$ cat config.mk
export PLATFORM = sky130hd
export DESIGN_NAME = flash_prog_sequencer
export DESIGN_NICKNAME = d
export VERILOG_FILES = /design/src/rtl/flash_prog_sequencer.sv
export SDC_FILE = /design/constraint.sdc
export NUM_CORES = 1
export LEC_CHECK = 0
export ABC_AREA = 1
export BUFFER_PORTS_ARGS = -buffer_cell sky130_fd_sc_hd__buf_2
export CAP_MARGIN = 25
export CORE_UTILIZATION = 40
export CTS_BUF_LIST = sky130_fd_sc_hd__clkbuf_16
export CTS_CLUSTER_DIAMETER = 40
export DETAILED_ROUTE_END_ITERATION = 6
export GPL_TIMING_DRIVEN = 0
export HOLD_SLACK_MARGIN = 0.03
export PLACE_DENSITY_LB_ADDON = 0.15
export SLEW_MARGIN = 20
export SYNTH_ARGS = -nofsm -noshare
export SYNTH_HDL_FRONTEND = slang
export SYNTH_SLANG_ARGS = --single-unit
$ cat constraint.sdc
create_clock -name i_clk -period 5.25 [get_ports i_clk]
set_clock_uncertainty 0.1 [all_clocks]
set_input_delay 0.2625 -clock i_clk [delete_from_list [all_inputs] [get_ports i_clk]]
set_output_delay 0.2625 -clock i_clk [all_outputs]
set_load 0.02 [all_outputs]
$ cat src/rtl/flash_prog_sequencer.sv
// Flash program sequencer: erases every sector the byte range touches,
// programs the range page by page from the receive buffer and can
// read-verify each page. Only one macro command is outstanding at a time.
module flash_prog_sequencer #(
  parameter int ADDR_W       = 32,
  parameter int LEN_W        = 32,
  parameter int PAGE_BYTES   = 256,
  parameter int SECTOR_BYTES = 4096,
  parameter int TIMEOUT_CYC  = 16777216
) (
  input  logic              i_clk,
  input  logic              i_rst,
  input  logic              i_start,
  input  logic [1:0]        i_mode,
  input  logic [ADDR_W-1:0] i_start_addr,
  input  logic [LEN_W-1:0]  i_data_len,
  input  logic [15:0]       i_buff_count,
  output logic [3:0]        o_cmd,
  output logic              o_cmd_valid,
  output logic [ADDR_W-1:0] o_cmd_addr,
  output logic [15:0]       o_cmd_len,
  input  logic              i_cmd_done,
  input  logic              i_cmd_err,
  output logic              o_busy,
  output logic              o_done,
  output logic              o_error,
  output logic [1:0]        o_err_code,
  output logic [15:0]       o_sec_cnt,
  output logic [15:0]       o_pg_cnt
);

  localparam int PG_LG  = $clog2(PAGE_BYTES);
  localparam int SEC_LG = $clog2(SECTOR_BYTES);
  localparam int CNT_W  = $clog2(TIMEOUT_CYC) + 1;

  localparam logic [3:0] CMD_ERASE  = 4'hA;
  localparam logic [3:0] CMD_WRITE  = 4'hC;
  localparam logic [3:0] CMD_VERIFY = 4'hD;

  typedef enum logic [3:0] {
    S_IDLE, S_CALC, S_ERASE, S_WT_ERASE, S_WAIT_BUF, S_PROG,
    S_WT_PROG, S_VERIFY, S_WT_VERIFY, S_FINISH, S_FAIL
  } state_t;

  state_t              r_state;
  logic [1:0]          r_mode;
  logic [ADDR_W-1:0]   r_cur_addr;
  logic [LEN_W-1:0]    r_rem_len;
  logic [ADDR_W-1:0]   r_sec_addr;
  logic [LEN_W:0]      r_sec_rem;
  logic [CNT_W-1:0]    r_wait_cnt;

  logic [ADDR_W-1:0]   w_sec_base;
  logic [LEN_W:0]      w_span;
  logic [LEN_W:0]      w_nsec;
  logic [LEN_W-1:0]    w_room;
  logic [LEN_W-1:0]    w_chunk;
  logic                w_buf_ok;
  logic                w_last;
  logic                w_timeout;

  // Range geometry: sector span of the request and the next page-bounded chunk.
  always_comb begin
    w_sec_base = r_cur_addr & ~ADDR_W'(SECTOR_BYTES - 1);
    // One extra bit keeps offset + length from overflowing.
    w_span     = (LEN_W+1)'(r_rem_len) + (LEN_W+1)'(r_cur_addr[SEC_LG-1:0]);
    w_nsec     = (w_span >> SEC_LG) + (LEN_W+1)'(|w_span[SEC_LG-1:0]);
    w_room     = LEN_W'(PAGE_BYTES) - LEN_W'(r_cur_addr[PG_LG-1:0]);
    w_chunk    = (r_rem_len < w_room) ? r_rem_len : w_room;
    w_buf_ok   = LEN_W'(i_buff_count) >= w_chunk;
    w_last     = (r_rem_len == w_chunk);
    w_timeout  = (r_wait_cnt == CNT_W'(TIMEOUT_CYC - 1));
  end

  // Sequencer FSM; every output is registered and set on entry to its state.
  always_ff @(posedge i_clk) begin
    if (i_rst) begin
      r_state     <= S_IDLE;
      r_mode      <= '0;
      r_cur_addr  <= '0;
      r_rem_len   <= '0;
      r_sec_addr  <= '0;
      r_sec_rem   <= '0;
      r_wait_cnt  <= '0;
      o_cmd       <= '0;
      o_cmd_valid <= 1'b0;
      o_cmd_addr  <= '0;
      o_cmd_len   <= '0;
      o_busy      <= 1'b0;
      o_done      <= 1'b0;
      o_error     <= 1'b0;
      o_err_code  <= '0;
      o_sec_cnt   <= '0;
      o_pg_cnt    <= '0;
    end else begin
      o_cmd_valid <= 1'b0;
      o_done      <= 1'b0;
      case (r_state)
        S_IDLE: begin
          if (i_start) begin
            r_mode     <= i_mode;
            r_cur_addr <= i_start_addr;
            r_rem_len  <= i_data_len;
            o_error    <= 1'b0;
            o_err_code <= '0;
            o_sec_cnt  <= '0;
            o_pg_cnt   <= '0;
            o_busy     <= 1'b1;
            r_state    <= S_CALC;
          end
        end
        S_CALC: begin
          r_sec_addr <= w_sec_base;
          r_sec_rem  <= w_nsec;
          if (r_rem_len == '0) begin
            o_done  <= 1'b1;
            r_state <= S_FINISH;
          end else if (r_mode == 2'd2) begin
            r_state <= S_WAIT_BUF;
          end else begin
            o_cmd       <= CMD_ERASE;
            o_cmd_addr  <= w_sec_base;
            o_cmd_len   <= '0;
            o_cmd_valid <= 1'b1;
            r_wait_cnt  <= '0;
            r_state     <= S_ERASE;
          end
        end
        S_ERASE:  r_state <= S_WT_ERASE;
        S_WT_ERASE: begin
          if (i_cmd_done) begin
            if (i_cmd_err) begin
              o_error    <= 1'b1;
              o_err_code <= 2'd1;
              r_state    <= S_FAIL;
            end else begin
              o_sec_cnt  <= o_sec_cnt + 16'd1;
              r_sec_addr <= r_sec_addr + ADDR_W'(SECTOR_BYTES);
              r_sec_rem  <= r_sec_rem - 1'b1;
              if (r_sec_rem == (LEN_W+1)'(1)) begin
                if (r_mode == 2'd1) begin
                  o_done  <= 1'b1;
                  r_state <= S_FINISH;
                end else begin
                  r_state <= S_WAIT_BUF;
                end
              end else begin
                o_cmd_addr  <= r_sec_addr + ADDR_W'(SECTOR_BYTES);
                o_cmd_valid <= 1'b1;
                r_wait_cnt  <= '0;
                r_state     <= S_ERASE;
              end
            end
          end else if (w_timeout) begin
            o_error    <= 1'b1;
            o_err_code <= 2'd2;
            r_state    <= S_FAIL;
          end else begin
            r_wait_cnt <= r_wait_cnt + 1'b1;
          end
        end
        S_WAIT_BUF: begin
          if (w_buf_ok) begin
            o_cmd       <= CMD_WRITE;
            o_cmd_addr  <= r_cur_addr;
            o_cmd_len   <= 16'(w_chunk);
            o_cmd_valid <= 1'b1;
            r_wait_cnt  <= '0;
            r_state     <= S_PROG;
          end
        end
        S_PROG:   r_state <= S_WT_PROG;
        S_WT_PROG: begin
          if (i_cmd_done) begin
            if (i_cmd_err) begin
              o_error    <= 1'b1;
              o_err_code <= 2'd1;
              r_state    <= S_FAIL;
            end else if (r_mode == 2'd3) begin
              // Address and length registers still hold the write's values.
              o_cmd       <= CMD_VERIFY;
              o_cmd_valid <= 1'b1;
              r_wait_cnt  <= '0;
              r_state     <= S_VERIFY;
            end else begin
              o_pg_cnt   <= o_pg_cnt + 16'd1;
              r_cur_addr <= r_cur_addr + ADDR_W'(w_chunk);
              r_rem_len  <= r_rem_len - w_chunk;
              o_done     <= w_last;
              r_state    <= w_last ? S_FINISH : S_WAIT_BUF;
            end
          end else if (w_timeout) begin
            o_error    <= 1'b1;
            o_err_code <= 2'd2;
            r_state    <= S_FAIL;
          end else begin
            r_wait_cnt <= r_wait_cnt + 1'b1;
          end
        end
        S_VERIFY: r_state <= S_WT_VERIFY;
        S_WT_VERIFY: begin
          if (i_cmd_done) begin
            if (i_cmd_err) begin
              o_error    <= 1'b1;
              o_err_code <= 2'd1;
              r_state    <= S_FAIL;
            end else begin
              o_pg_cnt   <= o_pg_cnt + 16'd1;
              r_cur_addr <= r_cur_addr + ADDR_W'(w_chunk);
              r_rem_len  <= r_rem_len - w_chunk;
              o_done     <= w_last;
              r_state    <= w_last ? S_FINISH : S_WAIT_BUF;
            end
          end else if (w_timeout) begin
            o_error    <= 1'b1;
            o_err_code <= 2'd2;
            r_state    <= S_FAIL;
          end else begin
            r_wait_cnt <= r_wait_cnt + 1'b1;
          end
        end
        S_FINISH, S_FAIL: begin
          o_busy  <= 1'b0;
          r_state <= S_IDLE;
        end
        default:  r_state <= S_IDLE;
      endcase
    end
  end

endmodule

* After elaboration in Yosys (flattened, before gate mapping)
Cells that the tools add are included.
** Cells by class
- Add/sub/neg operators :: 10
- Reductions and logical operators :: 25
- Equal/unequal tests :: 36
- Mux-type cells :: 110
- Magnitude comparators :: 2
** Operator list (count)
- $mux W32 :: 21
- $pmux W32 S3 :: 3
- $mux W25 :: 11
- $mux W16 :: 11
- $pmux W25 S5 :: 1
- $mux W4 :: 20
- $mux W33 :: 2
- $pmux W33 S2 :: 1
- $pmux W16 S2 :: 2
- $pmux W32 S2 :: 1
- $pmux W16 S3 :: 1
- $pmux W4 S9 :: 1
- $add A32 B12 Y33 :: 1
- $eq A33 B1 Y1 const B :: 1
- $sub A33 B1 Y33 const B :: 1
- $add A16 B1 Y16 const B :: 2
- $add A32 B13 Y32 const B :: 1
- $add A32 B32 Y32 :: 1
- $eq A32 B32 Y1 :: 1
- $ge A16 B32 Y1 :: 1
- $logic_not A32 Y1 :: 1
- $lt A32 B32 Y1 :: 1
- $sub A32 B32 Y32 :: 1
- $ne A2 B2 Y1 const B :: 14
- other kinds (32) :: 82
** Storage, ports and cells
- Word-level logic and storage cells :: 200
- Register bits after elaboration :: 250

* Longest topological paths before layout
- Depth in word-level cells :: 9
- Depth in mapped cells :: 31
- Mapped depth without buffers :: 30

* Worst setup path after synthesis
Ideal clock, no wire load.
- Kind :: register to register
- From :: reg r_cur_addr[0]
- To :: reg r_rem_len[24]
- Setup slack :: 0.940 ns
- Data arrival time :: 4.078 ns
- Data required time :: 5.018 ns
- Clock period less this slack :: 4.310 ns
- Stages on the path, launching flop included :: 29
- Cell sequence :: dfxtp_1 > nor3_1 > nand3b_1 > nor3_1 > xor2_1 > ha_1 > nand2_1 > inv_1 > nand4_1 > o211ai_1 > nand4_1 > nand2_2 > nand2_1 > nand2_1 > inv_1 > ha_1 > a21oi_1 > nand2_1 > nand2_1 > nand3_1 > nand2_1 > nand2_1 > nor2_1 > nand2_1 > nor2_1 > nand2_1 > xor2_1 > o21ai_0 > a21oi_1
** On the way
- Word-level cells in the longest chain between the ends :: 8
** Ends and longest elaborated chain
- start: declaration :: RTL line 47 : logic [ADDR_W-1:0] r_cur_addr;
- start signal: assignment :: RTL line 102 : r_cur_addr <= i_start_addr;
- start signal: assignment :: RTL line 187 : r_cur_addr <= r_cur_addr + ADDR_W'(w_chunk);
- start signal: assignment :: RTL line 209 : r_cur_addr <= r_cur_addr + ADDR_W'(w_chunk);
- $sub A9 B8 Y10 * :: RTL line 68 : w_room = LEN_W'(PAGE_BYTES) - LEN_W'(r_cur_addr[PG_LG-1:0]);
- $lt A32 B32 Y1 :: RTL line 69 : w_chunk = (r_rem_len < w_room) ? r_rem_len : w_room;
- $mux W32 * :: RTL line 69
- $sub A32 B32 Y32 * :: RTL line 188, 210
- $mux W32 :: RTL line 179 : end else if (r_mode == 2'd3) begin
- $mux W32 :: RTL line 175 : if (i_cmd_err) begin
- $mux W32 :: RTL line 174 : if (i_cmd_done) begin
- $pmux W32 S3 * :: RTL line 98 : case (r_state)
- end signal: assignment :: RTL line 103 : r_rem_len <= i_data_len;
- end signal: assignment :: RTL line 188 : r_rem_len <= r_rem_len - w_chunk;
- end signal: assignment :: RTL line 210 : r_rem_len <= r_rem_len - w_chunk;
- end: declaration :: RTL line 48 : logic [LEN_W-1:0] r_rem_len;
Mark *: on every way between the ends. The rest lies on a longest branch, timed or not. The select of a mux whose other input is x is not followed.
A chain may end at the register's enable or synchronous reset.

* Worst setup path in the final report
- From :: reg r_cur_addr[0]
- To :: reg o_cmd_addr[19]
** On the way
- Word-level cells in the longest chain between the ends :: 6
** Ends and longest elaborated chain
- $sub A9 B8 Y10 * :: RTL line 68
- $lt A32 B32 Y1 :: RTL line 69
- $mux W32 * :: RTL line 69
- $ge A16 B32 Y1 * :: RTL line 70 : w_buf_ok = LEN_W'(i_buff_count) >= w_chunk;
- $ne A2 B2 Y1 (no source line) *
- $reduce_and A7 Y1 (no source line) *
- end signal: assignment :: RTL line 122 : o_cmd_addr <= w_sec_base;
- end signal: assignment :: RTL line 148 : o_cmd_addr <= r_sec_addr + ADDR_W'(SECTOR_BYTES);
- end signal: assignment :: RTL line 165 : o_cmd_addr <= r_cur_addr;
- end: declaration :: RTL line 20 : output logic [ADDR_W-1:0] o_cmd_addr,
Mark *: on every way between the ends. The rest lies on a longest branch, timed or not.

==> flow_summary.toml <==
[route]
routed_via_density = 5.38
vias = 19841
drt_iter0_markers = 1941
wire_per_inst_um = 18.7
postRouteAntennaNets = 0
wl_um = 69100
drc_errors = 0
drt_first_pass_iters = 6

[global_routing]
grt_pass1_vias = 18598
grt_util_all_layers = 0.307
grt_antenna_before_repair = 1
grt_overflow = 0
grt_pass1_wl_um = 106000
grt_max_degree = 14

[power_and_ir_drop]
total_power_uw = 14500
ir_drop_mv = 0.345
powerDensity_nw_per_um2 = 666
leakage_uw = 0.00993

[critical_path]
path_max_fanout = 10
critPathLaunchType = "flop"
end_kind = "flop"
r2r.worst_path.cells = 27
required_ns = 5.60
critPathLaunch = "r_cur_addr[0]"
crit_type = "flop to flop"
crit_arrival_ns = 5.34
r2r-start = "r_cur_addr[0]"

[synthesis]
syn-cell-area_sq_um = 17500
yosys_warnings = 0
synth_cell_types = 70
netlist_instances = 2741
yosys.area.top_type = "dfxtp_1"
syn_avg_cell_area_sq_um = 6.39
synth_top_area_frac = 0.272
synth_edf_count = 0
synth_area_leaders = "dfxtp_1, nand2_1, a21oi_1"
synth_flop_cell = "dfxtp_1"
synth_seq_cells = 238
synth-async-reset-ratio = 0
synth_most_common_cell = "nand2_1"
synth_commonest_cells = "nand2_1, inv_1, nor2_1, a21oi_1, dfxtp_1"
synth_seq_area_share = 0.272

[timing]
setup-violations-final = 0
fin_crit_sh = 0.951
hold_ws_ns = 0.0421
slew_headroom = 0.310
max_freq_ghz = 0.200
worst_pin_slew_ns = 1.04
setup_tns_ns = 0
slew_violations = 0
min_period_ns = 4.99
hold_violations = 0

[floorplanning]
start_util = 0.406
die_area_sq_um = 44600
num_io_pins = 177
fp.coreArea_sq_um = 43100
die_h_um = 211
row_count = 76
die_width_um = 211

[cells_and_area]
layout.cells.non_filler = 3689
regArea_sq_um = 4770
finish.instance_area_sq_um = 21800
layout.nets = 3239
drive_above_1_share = 0.144
antenna_cells = 0
syn_to_final_growth_pct = 24.5
multi_input_area_sq_um = 11200
n_fill_cell = 4497

[placed_design]
place_congestion = 0.966
placed_cell_area_sq_um = 19200
port_buffers = 174
place_hpwl_um = 54300
place_inst = 3527

[cts]
clock-sinks = 238
h-tree-depth = 2
cts_root_buffer = "clkbuf_16"
clkLatencyLatePin_ns = 0.58
cts_made_buffers = 50
ctsLongestPathBuffers = 3
path_clk_slew_ns = 0.05
cts_tree = "built"

[run_status]
outcome = "finished, final reports clean"

[min_path]
whs_path_depth = 5
hp-class = "primary input to flop"
hold_start = "i_data_len[25]"

[flow_run]
maxCapViolations = 0
==> per-layer routing <==
layer  vias to the layer above  global-route usage  part of all wire
li1                       9756                   -                 -
met1                      9197               0.424              0.46
met2                       759               0.488              0.44
met3                       127              0.0397             0.067
met4                         2               0.106             0.031
met5                         -                   0           0.00019
==> worst max-delay path: stages (launching register included) <==
cell	delay, ns
dfxtp_2	0.47
inv_1	0.08
ha_2	0.22
nand2_2	0.11
nor3_2	0.05
xor2_1	0.17
ha_1	0.30
nand2_1	0.06
inv_1	0.05
nand4_1	0.09
o211ai_1	0.12
nand4_1	0.30
nand2_4	0.18
nand3_1	0.09
nand2_1	0.21
inv_1	0.16
ha_1	0.30
nand2_1	0.04
nor3_1	0.24
nand3_1	0.10
nand4_1	0.10
buf_4	0.18
nand2_1	0.12
nor2_4	0.28
inv_2	0.13
buf_2	0.24
nor2_1	0.27
nor2_1	0.09
==> layout by cell type, fill, tap and decap left out, drive strengths merged, types with 5 or more instances in the layout <==
cell type      n
a21oi        257
bufinv        10
nand3b         9
xor2          50
or2            6
dlygate4sd3   61
a31oi         27
clkinv        17
o21a           7
clkbuf       103
inv          350
nor2         310
nand3        174
a211oi        16
o221ai         8
o21ai        187
o211ai        32
nand4         54
nor3b          6
dfxtp        238
nand2        671
nor4          18
ha            86
xnor2         22
a21o           6
nor3          80
buf          223
a221oi         7
conb          29
clkinvlp       5
==> metrics by stage <==
stage	setup WS, ns	utilization
floorplan	0.940	-
global route	-0.0389	0.506
global placement	-0.715	0.446
finish	0.258	0.506
detailed placement	-0.728	0.446
CTS	0.0170	0.502
==> where the power goes <==
group / leakage (uW) / total, uW / internal, uW / switching, uW
clock: 0.000869 / 3370 / 2240 / 1130
combinational: 0.00711 / 8210 / 2570 / 5630
sequential: 0.00194 / 2950 / 2300 / 648
==> cell type report <==
class                           instances  area share
Buffer                                 94      0.0207
Clock inverter                         43      0.0239
Multi-Input combinational cell       2097       0.516
Timing Repair Buffer                  243      0.0709
Tap cell                              585      0.0336
Sequential cell                       238       0.219
Inverter                              339      0.0586
Clock buffer                           50      0.0574
==> state kept, by name, indices dropped and copies added (netlist names), 2 cells and up <==
register	cells
o_pg_cnt	16
o_sec_cnt	16
o_cmd	4
r_mode	2
r_wait_cnt	25
o_cmd_len	16
o_cmd_addr	32
r_sec_rem	33
r_sec_addr	20
o_err_code	2
r_state	4
r_rem_len	32
r_cur_addr	32
==> cells by family after synthesis <==
logic type | count (synthesis) | share of synthesized area
adders and majority gates | 89 | 0.0649
xor gates and xnor gates | 72 | 0.0360
other | 2 | 0.000429
AOI/OAI and AO/OA | 573 | 0.184
DFF | 238 | 0.272
buffers and inverters | 434 | 0.0987
and+or+nand+nor | 1333 | 0.344
==> what timing repair did <==
action                                 4_1_cts  5_1_grt
setup endpoints to repair                  107      107
pin swaps                                    1        4
hold buffers                                61        0
gates cloned                                 0        1
buffers inserted                             3        5
endpoints found under the hold margin       62        0
gates resized for setup                      7       39
==> final timing paths <==
kind | slack [ns] | endpoint
min reg2reg | 0.34 | o_cmd_len[13]
max | 0.26 | o_cmd_addr[19]
min | 0.04 | r_rem_len[25]
max reg2reg | 0.26 | o_cmd_addr[19]
No activity file was read; power rests on OpenSTA's default activity.
